$ cat config.mk
export PLATFORM = sky130hd
export DESIGN_NAME = switch_debounce
export DESIGN_NICKNAME = d
export VERILOG_FILES = /design/src/rtl/switch_debounce.sv
export SDC_FILE = /design/constraint.sdc
export NUM_CORES = 1
export LEC_CHECK = 0
export ABC_AREA = 1
export CAP_MARGIN = 10
export CORE_MARGIN = 5
export CORE_UTILIZATION = 50
export DETAILED_ROUTE_END_ITERATION = 12
export GPL_TIMING_DRIVEN = 0
export MAX_ROUTING_LAYER = met4
export PLACE_DENSITY = 0.75
export SYNTH_ARGS = -nofsm -noshare
export SYNTH_HDL_FRONTEND = slang
export SYNTH_SLANG_ARGS = --single-unit
$ cat constraint.sdc
create_clock -name clk -period 1.7 [get_ports clk]
set_input_delay 0.425 -clock clk [delete_from_list [all_inputs] [get_ports clk]]
set_output_delay 0.425 -clock clk [all_outputs]
set_load 0.02 [all_outputs]
$ cat src/rtl/switch_debounce.sv
// Multi-channel switch debouncer: two-flop synchronizer, per-channel stability counter,
// registered level, press/release pulses, toggle bit and 8-bit press counter.
module switch_debounce #(
   parameter int NUM_SW          = 2,
   parameter int DEBOUNCE_CYCLES = 12000,
   parameter int CNT_W           = 16
) (
   input  logic                  clk,
   input  logic                  rst_n,
   input  logic [NUM_SW-1:0]     sw_raw,
   output logic [NUM_SW-1:0]     sw_level,
   output logic [NUM_SW-1:0]     sw_press,
   output logic [NUM_SW-1:0]     sw_release,
   output logic [NUM_SW-1:0]     sw_toggle,
   output logic [8*NUM_SW-1:0]   press_count
);

   localparam logic [CNT_W-1:0] LAST = CNT_W'(DEBOUNCE_CYCLES - 1);

   logic [NUM_SW-1:0] sync1;
   logic [NUM_SW-1:0] sync2;
   logic [CNT_W-1:0]  cnt [NUM_SW];

   // A mismatch must persist for DEBOUNCE_CYCLES consecutive samples; any match restarts the count.
   always_ff @(posedge clk or negedge rst_n) begin
      if (!rst_n) begin
         sync1       <= '0;
         sync2       <= '0;
         sw_level    <= '0;
         sw_press    <= '0;
         sw_release  <= '0;
         sw_toggle   <= '0;
         press_count <= '0;
         for (int i = 0; i < NUM_SW; i++) begin
            cnt[i] <= '0;
         end
      end else begin
         sync1 <= sw_raw;
         sync2 <= sync1;
         for (int i = 0; i < NUM_SW; i++) begin
            sw_press[i]   <= 1'b0;
            sw_release[i] <= 1'b0;
            if (sync2[i] == sw_level[i]) begin
               cnt[i] <= '0;
            end else if (cnt[i] < LAST) begin
               cnt[i] <= cnt[i] + CNT_W'(1);
            end else begin
               cnt[i]        <= '0;
               sw_level[i]   <= sync2[i];
               sw_press[i]   <= sync2[i];
               sw_release[i] <= ~sync2[i];
               if (sync2[i]) begin
                  sw_toggle[i]          <= ~sw_toggle[i];
                  press_count[8*i +: 8] <= press_count[8*i +: 8] + 8'd1;
               end
            end
         end
      end
   end

endmodule

# After elaboration in Yosys (flattened, before gate mapping)
# Index checks and enable logic that the tools add are counted.
[totals] word_cells=44 out_inout_bits=24 in_bits=4 ff_bits=60
[op_classes] eq_ne=2 mux=12 n_addsub=4 n_bitwise=8 n_reduce_logical=4 n_lt_le_gt_ge=2
[op_table] cell="$mux 16" n=4
[op_table] cell="$add 16x1->16 const B" n=2
[op_table] cell="$lt 16x14->1 const B" n=2
[op_table] cell="$add 8x1->8 const B" n=2
[op_table] cell="$mux 1" n=8
[op_table] cell="$not 1->1" n=8
[op_table] cell="$reduce_and 3->1" n=2
[op_table] cell="$reduce_and 2->1" n=2
[op_table] cell="$eq 1x1->1" n=2

# Longest topological paths before layout
# Gate-level depths: netlist (run 1).
[depth] depth_word=3 mapped_depth=11 mapped_depth_nobuf=10

# Worst setup path after synthesis (run 1)
# Ideal clock, no wire load.
[synth_path] kind="flip-flop to flip-flop" from="reg cnt[0] (netlist bit)" to="reg press_count[8]" path_buffers=1 period_less_slack_ns=1.457 setup_time_ns=0.118 t_required_ns=1.582 path_stages_with_launch=12 arrival_time_ns=1.339 path_slack_ns=0.243 cell_sequence="dfrtp_1 ha_1 nand2_2 nor2_4 nand2_1 nand2_2 nand2_2 nand2_4 nand2_4 buf_6 nand2_1 nand2_1"
[synth_via] elab_chain_len=3
[synth_lines] element="start: declaration" line_no="22" source="logic [CNT_W-1:0] cnt [NUM_SW];"
[synth_lines] element="start signal: indexed assignment" line_no="46" source="cnt[i] <= cnt[i] + CNT_W'(1);"
[synth_lines] element="$lt 16x14->1" line_no="45" source="end else if (cnt[i] < LAST) begin"
[synth_lines] element="$not 1->1 (no source line)"
[synth_lines] element="$reduce_and 3->1 (no source line)"
[synth_lines] element="end signal: indexed assignment" line_no="54" source="press_count[8*i +: 8] <= press_count[8*i +: 8] + 8'd1;"
[synth_lines] element="end: declaration" line_no="15" source="output logic [8*NUM_SW-1:0] press_count"
# No other way between the ends.
# A chain may end at the register's enable or synchronous reset.

# Worst setup path in the final report (run 1)
# Same ends and word-level chain as after synthesis.

==> impl_results.rst, run 1 <==
.. list-table::
   :header-rows: 1

   * - Metric
     - Value
   * - Status
     - complete, no violations
   * - GR Util All Layers
     - 17.2%
   * - Final critical-path share of the clock period
     - a little over nine tenths
   * - Peak clock frequency supported by timing
     - 0.626 GHz
   * - Via count of the first global-routing pass
     - 2308
   * - Standard-cell rows
     - 28
   * - Drc violations
     - 0
   * - Wire length of the first global-routing pass
     - between 10 and 15 mm
   * - Combined buffer and inverter count along the critical path
     - 1
   * - Average wire length per cell after detail routing
     - approximately 12 µm
   * - CTS root buffer
     - clkbuf_8
   * - Synthesized area divided by synthesized cell count
     - slightly above 8 µm²
   * - Detailed-router iteration count before antenna repair
     - 4
   * - Die ar.
     - between 7000 and 8000 µm²
   * - Total negative slack
     - 0 ns
   * - Capturing element type of the critical path
     - flop
   * - Number of library cell types mapped by synthesis
     - 24
   * - Dpl hpwl
     - 4.20 mm
   * - Overall overflow remaining after global route
     - 0
   * - Antenna violations before repair
     - 0
   * - Hold Vio Cnt, Final
     - 0
   * - Power density normalized to cell area
     - about 1100 nW/µm²
   * - Sequential cell area fraction in the yosys report
     - about half
   * - Signal arrival time at the worst endpoint
     - approximately 1.8 ns
   * - Area used by sequential logic in the layout
     - between 1500 and 2000 µm²
   * - Pin count of the biggest net entering global routing
     - 32
   * - Post-synthesis cell count
     - 380
   * - Number of routed nets with antenna violations
     - 0
   * - Area share of the largest cell type after synthesis
     - between 40 and 50%
   * - Area Growth Syn to Fin
     - 17.5%
   * - Critical Setup Path Class
     - flop to flop
   * - Number of cells traversed by the worst register-to-register path
     - 11
   * - Slew at the pin closest to its max-slew limit
     - around 0.7 ns
   * - Weighted congestion at the end of routability-driven global placement
     - 0.864
   * - Clock tree from TritonCTS
     - built
   * - Total clock sinks
     - 60
   * - Maximum net fanout on the critical path
     - 10
   * - Share of cells above drive strength 1
     - between 10% and 20%
   * - Launch instance of the worst register-to-register path
     - cnt[0]
   * - Met1 GRT Util
     - between 20% and 30%
   * - Initial core utilization
     - 51.8%
   * - Count of non-filler cells in the finished layout
     - between 400 and 500
   * - Final Max Slew Viols
     - 0
   * - Floorplan die width
     - approximately 89 µm
   * - Critical path origin
     - cnt[0]
   * - Path type of the worst min-delay path
     - primary input to asynchronous set/reset pin
   * - Final instance area
     - about 3600 µm²
   * - Starting DRC count in detailed routing
     - 75
   * - Core ar.
     - about 6000 µm²
   * - Area of the multi-input gates
     - between 1000 and 1500 µm²
   * - Standard cell area after detailed placement
     - 3470 µm²
   * - Critical path, cell by cell
     - ha_2 > nand2_2 > nor2_4 > nand2_1 > nand2_2 > nand2_2 > nand2_4 > nand2_4 > buf_6 > nand2_1 > nand2_1
   * - Unrepaired setup endpoints after global routing
     - true
   * - FF+latch count, synth
     - 60
   * - H-Tree Depth
     - 3
   * - I/O pin total
     - 28
   * - Kind of launch point of the worst setup path
     - flop
   * - Setup Skew
     - ~0.0050 ns
   * - Number of instances in the placed design
     - a little under 500
   * - Shortest clock period the worst path allows after layout
     - 1.60 ns
   * - Required time of the worst setup path
     - roughly 1.9 ns
   * - Relative max-transition margin
     - roughly 54%
   * - Layer with the highest usage after global routing
     - met2
   * - Total via count after detailed routing
     - around 2500
   * - Antenna Diode Count
     - 0
   * - Total length of routed wires
     - just under 6 mm
   * - Maximum clock insertion buffer count
     - 2
   * - Final-report setup violation count
     - 0
   * - Layout filler cell count
     - approximately 540
   * - Post-layout nets
     - 432
   * - Met3 Track Usage GR
     - under 10%
   * - Met2 usage
     - between 20 and 30%
   * - Cell leakage power
     - around 1.8 nW
   * - Die extent in y
     - 88.5 µm
   * - Top area cells in the synthesized netlist
     - dfrtp_1 49%, nand2_1 12%, nor2_1 7.2%
   * - Worst VDD drop
     - 0.000783 V
   * - Logic depth of the worst setup path including buffers
     - 11
   * - Port-buffer cells
     - 27
   * - Max-cap viol count
     - 0
   * - Clock insertion delay at the later pin of the skew report
     - around 0.33 ns
   * - Cell with the biggest individual delay on the critical path
     - dfrtp_2
   * - Cell type contributing the most total cell area after synthesis
     - dfrtp_1
   * - TritonCTS buffer count
     - 9
   * - Minimum setup slack among reg-to-reg paths
     - 0.10 ns
   * - Mapped Area
     - 3080 µm²
   * - Kind of cell with the highest combined delay on the critical path
     - simple AND/OR/NAND/NOR gates
   * - Synthesis Warnings
     - 0
   * - Clock slew seen by the registers of the worst setup and hold paths
     - approximately 0.06 ns
   * - Largest stage delay on the critical path
     - 0.42 ns
   * - Detail-routed via count per cell
     - between 4 and 5
stage by stage:
step / setup WS, ns / power [mW] / hold WS [ns] / utilization [%]
3_5_place_dp: 0.0600 / 3.04 / 0.340 / 58.3
2_1_floorplan: 0.243 / 2.52 / 0.129 / -
3_3_place_gp: -1.65 / 3.01 / 0.336 / 58.1
6_report: 0.103 / 3.93 / 0.136 / 60.8
4_1_cts: 0.0115 / 3.99 / 0.145 / 60.4
5_1_grt: -0.0334 / 4.18 / 0.184 / 60.8
worst reg2reg max path, delay by kind of cell (launching register included):
kind	cells	cell delay, ns
adder cells (fa/ha/maj)	1	0.22
buffers and inverters	1	0.13
flip-flops	1	0.42
AND/OR/NAND/NOR	9	0.71
placed cells by master (no fill, tap or decap):
cell	n
xor2_1	17
clkbuf_4	2
clkbuf_8	11
buf_6	4
nand3_2	1
o22ai_1	1
nor3_1	7
dlygate4sd2_1	22
conb_1	4
nand2_4	4
nand2_2	10
ha_2	1
xnor2_1	5
o21ai_1	1
dlymetal6s2s_1	2
dfrtp_2	1
nand2_1	97
nor2_1	59
buf_4	4
nor2_4	3
o21ai_0	3
buf_12	1
inv_1	41
nand4_1	11
dfrtp_1	59
inv_2	1
clkdlybuf4s50_1	2
a21oi_1	2
nor2_2	4
ha_1	3
nand3_1	40
buf_2	1
cell usage after synthesis:
cell type	n
o21ai_0	3
xnor2_1	5
conb_1	1
nand3_1	40
o21ai_1	1
nand2_2	10
nand3_2	1
nor3_1	7
nor2_1	59
xor2_1	17
dfrtp_1	60
a21oi_1	2
nand4_1	11
inv_1	41
nand2_4	4
ha_1	4
buf_4	2
o22ai_1	1
buf_6	4
nor2_4	3
inv_2	1
nor2_2	4
clkbuf_4	2
nand2_1	97
logic make-up after synthesis:
| logic type | after synthesis | synth area share [%] |
|---|---|---|
| other cells | 1 | 0.122 |
| simple gates | 236 | 34.6 |
| flops | 60 | 48.7 |
| buf+inv | 50 | 7.55 |
| fa+ha+maj | 4 | 1.62 |
| xor+xnor | 22 | 6.25 |
| compound gates | 7 | 1.18 |
flip-flops by register name, indices dropped and copies added (netlist names):
signal	flops
sw_toggle	2
sync2	2
sw_press	2
sync1	2
sw_level	2
press_count	16
sw_release	2
cnt	32
worst paths after layout:
kind,endpoint
setup / recovery,press_count[8]
max in group asynchronous,cnt[31]
min in group clk,sync2[0]
hold reg to reg,sync2[0]
hold / removal,cnt[4]
setup reg to reg,press_count[8]
area by class of cell:
class / instances / area share (%)
Buffer: 8 / 2.07
Clock buffer: 11 / 4.18
Inverter: 42 / 4.35
Multi-Input combinational cell: 273 / 37.6
Sequential cell: 60 / 41.5
Tap cell: 75 / 2.59
Timing Repair Buffer: 30 / 7.67
what timing repair did:
action / in CTS / in global routing
pin swaps: 0 / 1
gates resized for setup: 22 / 4
setup endpoints to repair: 22 / 30
buffers inserted: 0 / 2
hold buffers: 0 / 0
where the power goes:
group | total, mW | internal [mW] | switching [mW]
Combinational | 1.07 | 0.408 | 0.659
Sequential | 1.81 | 1.62 | 0.197
Clock | 1.05 | 0.567 | 0.481
Total | 3.93 | 2.59 | 1.34
metal layers:
layer	wire length (µm)	share of wire, %	up-vias
li1	-	-	1267
met1	2760	47	1144
met2	2850	48	44
met3	234	4.0	6
met4	51	0.86	0
met5	0	0	-
(Power assumes the default switching activity.)
==> inputs of run 2 (changes only) <==
ABC_CLOCK_PERIOD_IN_PS = 1700   (was default)
==> results of run 2 <==
The final DEF is identical to that of run 1; final timing and power are the same.
==> inputs of run 3 (changes only) <==
RECOVER_POWER = 25   (was default)
SKIP_CTS_REPAIR_TIMING = 1   (was default)
==> run 3 against run 2 <==
Power grew 2.2%; largest power group unchanged; register-to-register slack gained 0.02 ns; first-iteration DRC count shrank 6.7%; count of clock-buffer cells in the layout is the same; clock power is essentially flat; design area grew 2.7%.
==> impl_results.rst, run 3 (synthesis results as in run 1) <==
.. list-table::
   :header-rows: 1

   * - Metric
     - Value
   * - Status
     - complete, no violations
   * - Drc violations
     - 0 (unchanged)
   * - I/O pin total
     - 28 (unchanged)
   * - Max-cap viol count
     - 0 (unchanged)
   * - Clock slew seen by the registers of the worst setup and hold paths
     - 0.06 ns (about the same)
   * - Die ar.
     - 7840 µm² (unchanged)
   * - Worst VDD drop
     - 0.000804 V (+2.6%)
   * - Starting DRC count in detailed routing
     - 70 (-6.7%)
   * - Required time of the worst setup path
     - 1.92 ns (about the same)
   * - Total clock sinks
     - 60 (unchanged)
   * - Most common cell after layout, fill and taps aside
     - nand2_1
   * - Post-layout nets
     - 434 (+0.46%)
   * - Overall power of the completed layout
     - 4.01 mW (+2.2%)
   * - Number of cells traversed by the worst register-to-register path
     - 11 (unchanged)
   * - Internal
     - 2.67 mW (+3.1%)
   * - Die extent in y
     - 88.5 µm (unchanged)
   * - Power density normalized to cell area
     - 1080 nW/µm² (-0.51%)
   * - Gate power share
     - 28.6% (+1.4 points)
   * - Register with the highest flop count
     - cnt
   * - NetSw
     - 1.34 mW (+0.44%)
   * - Shortest clock period the worst path allows after layout
     - 1.58 ns (-0.0196 ns)
   * - Maximum net fanout on the critical path
     - 10 (unchanged)
   * - Clock network fraction of design power
     - 26.1% (-0.6 points)
   * - Most used cells in the layout excluding fill and tap cells
     - 97 x nand2_1, 59 x nor2_1, 59 x dfrtp_1
   * - Largest registers in the final layout
     - cnt (32), press_count (16)
   * - Signal arrival time at the worst endpoint
     - 1.80 ns (-0.02 ns)
   * - Total length of routed wires
     - 5.96 mm (+0.97%)
   * - Cell leakage power
     - 2.07 nW (+15%)
   * - Slew at the pin closest to its max-slew limit
     - 0.765 ns (+0.0781 ns)
   * - Dpl hpwl
     - 4.20 mm (unchanged)
   * - Detailed-router iteration count before antenna repair
     - 4 (unchanged)
   * - Standard-cell rows
     - 28 (unchanged)
   * - Wire length of the first global-routing pass
     - 10.2 mm (-0.14%)
   * - H-Tree Depth
     - 3 (unchanged)
   * - Via count of the first global-routing pass
     - 2308 (unchanged)
   * - Area Growth Syn to Fin
     - 20.6%
   * - TritonCTS buffer count
     - 9 (unchanged)
   * - Overall overflow remaining after global route
     - 0 (unchanged)
   * - Hold Vio Cnt, Final
     - 0 (unchanged)
   * - Largest register FFs
     - 32 (unchanged)
   * - Capturing element type of the critical path
     - flop
   * - Path type of the worst min-delay path
     - primary input to asynchronous set/reset pin
   * - Core ar.
     - 5960 µm² (unchanged)
   * - Port-buffer cells
     - 27 (unchanged)
   * - Weighted congestion at the end of routability-driven global placement
     - 0.864 (unchanged)
   * - Peak clock frequency supported by timing
     - 0.634 GHz (+1.2%)
   * - Sw Share
     - 33.5% (-0.58 points)
   * - Clock tree from TritonCTS
     - built
   * - Pin count of the biggest net entering global routing
     - 32 (unchanged)
   * - Average wire length per cell after detail routing
     - 11.9 µm (+0.56%)
   * - Maximum clock insertion buffer count
     - 2 (unchanged)
   * - Kind of launch point of the worst setup path
     - flop
   * - Final-report setup violation count
     - 0 (unchanged)
   * - CTS root buffer
     - clkbuf_8
   * - Setup Skew
     - 0.00488 ns (-0.0000730 ns)
   * - Number of instances in the placed design
     - 486 (unchanged)
   * - Total via count after detailed routing
     - 2447 (-0.57%)
   * - Setup WS post-layout
     - 0.122 ns (+0.0196 ns)
   * - Antenna violations before repair
     - 0 (unchanged)
   * - Setup Slack @ Placement
     - 0.0600 ns (unchanged)
   * - Detail-routed via count per cell
     - 4.88 (-0.97%)
   * - Initial core utilization
     - 51.8% (unchanged)
   * - Final Max Slew Viols
     - 0 (unchanged)
   * - Relative max-transition margin
     - 49.0% (-5.2 points)
   * - Seq pwr share
     - 45.3% (-0.9 points)
   * - Number of routed nets with antenna violations
     - 0 (unchanged)
   * - GR Util All Layers
     - 17.2% (-0.020 points)
   * - Share of cells above drive strength 1
     - 11.7% (+0.42 points)
   * - Floorplan die width
     - 88.5 µm (unchanged)
   * - Final critical-path share of the clock period
     - 92.8% (-1.2 points)
   * - Critical Setup Path Class
     - flop to flop
   * - Count of non-filler cells in the finished layout
     - 501 (+0.40%)
   * - Clock insertion delay at the later pin of the skew report
     - 0.33 ns (about the same)
   * - Antenna Diode Count
     - 0 (unchanged)
-- run 3: through the flow --
step	util [%]	cell area (µm²)	setup TNS, ns	hold WS [ns]
finish	62.4	3720	0	0.157
global route	62.4	3720	-0.00160	0.217
CTS	60.9	3620	-2.39	0.145
detailed placement	58.3	3470	0	0.340
global placement	58.1	3460	-98.94	0.336
floorplan	-	3090	0	0.129
-- run 3: worst paths after layout --
| check | to | slack, ns | start |
|---|---|---|---|
| max | press_count[8] | 0.12 | cnt[0] |
| min | cnt[4] | 0.16 | rst_n |
| max reg2reg | press_count[8] | 0.12 | cnt[0] |
| max in group asynchronous | cnt[31] | 0.93 | rst_n |
| min reg2reg | sync2[0] | 0.35 | sync1[0] |
| min in group clk | sync2[0] | 0.35 | sync1[0] |
-- run 3: power by group through the flow --
stage / Sequential [mW] / Clock, mW / Combinational, mW
2_1_floorplan: 2.02 / 0 / 0.506
3_3_place_gp: 1.84 / 0 / 1.17
3_5_place_dp: 1.84 / 0 / 1.19
4_1_cts: 1.82 / 1.09 / 1.20
5_1_grt: 1.85 / 1.14 / 1.28
6_report: 1.82 / 1.05 / 1.15
-- run 3: critical path, stage by stage (launching register included) --
cell	delay (ns)
dfrtp_2	0.42
ha_2	0.22
nand2_2	0.07
nor2_4	0.15
nand2_1	0.08
nand2_2	0.07
nand2_2	0.07
nand2_4	0.10
nand2_4	0.05
buf_6	0.13
nand2_1	0.06
nand2_1	0.05
-- run 3: area by class of cell --
type | count | area (µm²)
plain buffers | 8 | 75.1
clock buffers | 11 | 151
fillers | 521 | 2240
inverters | 42 | 158
multi-input cells | 273 | 1360
flip-flops and latches | 60 | 1500
well taps | 75 | 93.8
repair buffers | 32 | 375
-- run 3: per-layer routing --
layer  part of all wire (%)  track usage, %  vias to the layer above  wire (µm)
met3                    4.0            5.31                        7        237
met5                      0               -                        -          0
met1                     46            21.7                     1134       2760
met4                   0.87            4.12                        0         52
li1                       -               -                     1269          -
met2                     49            27.2                       37       2900
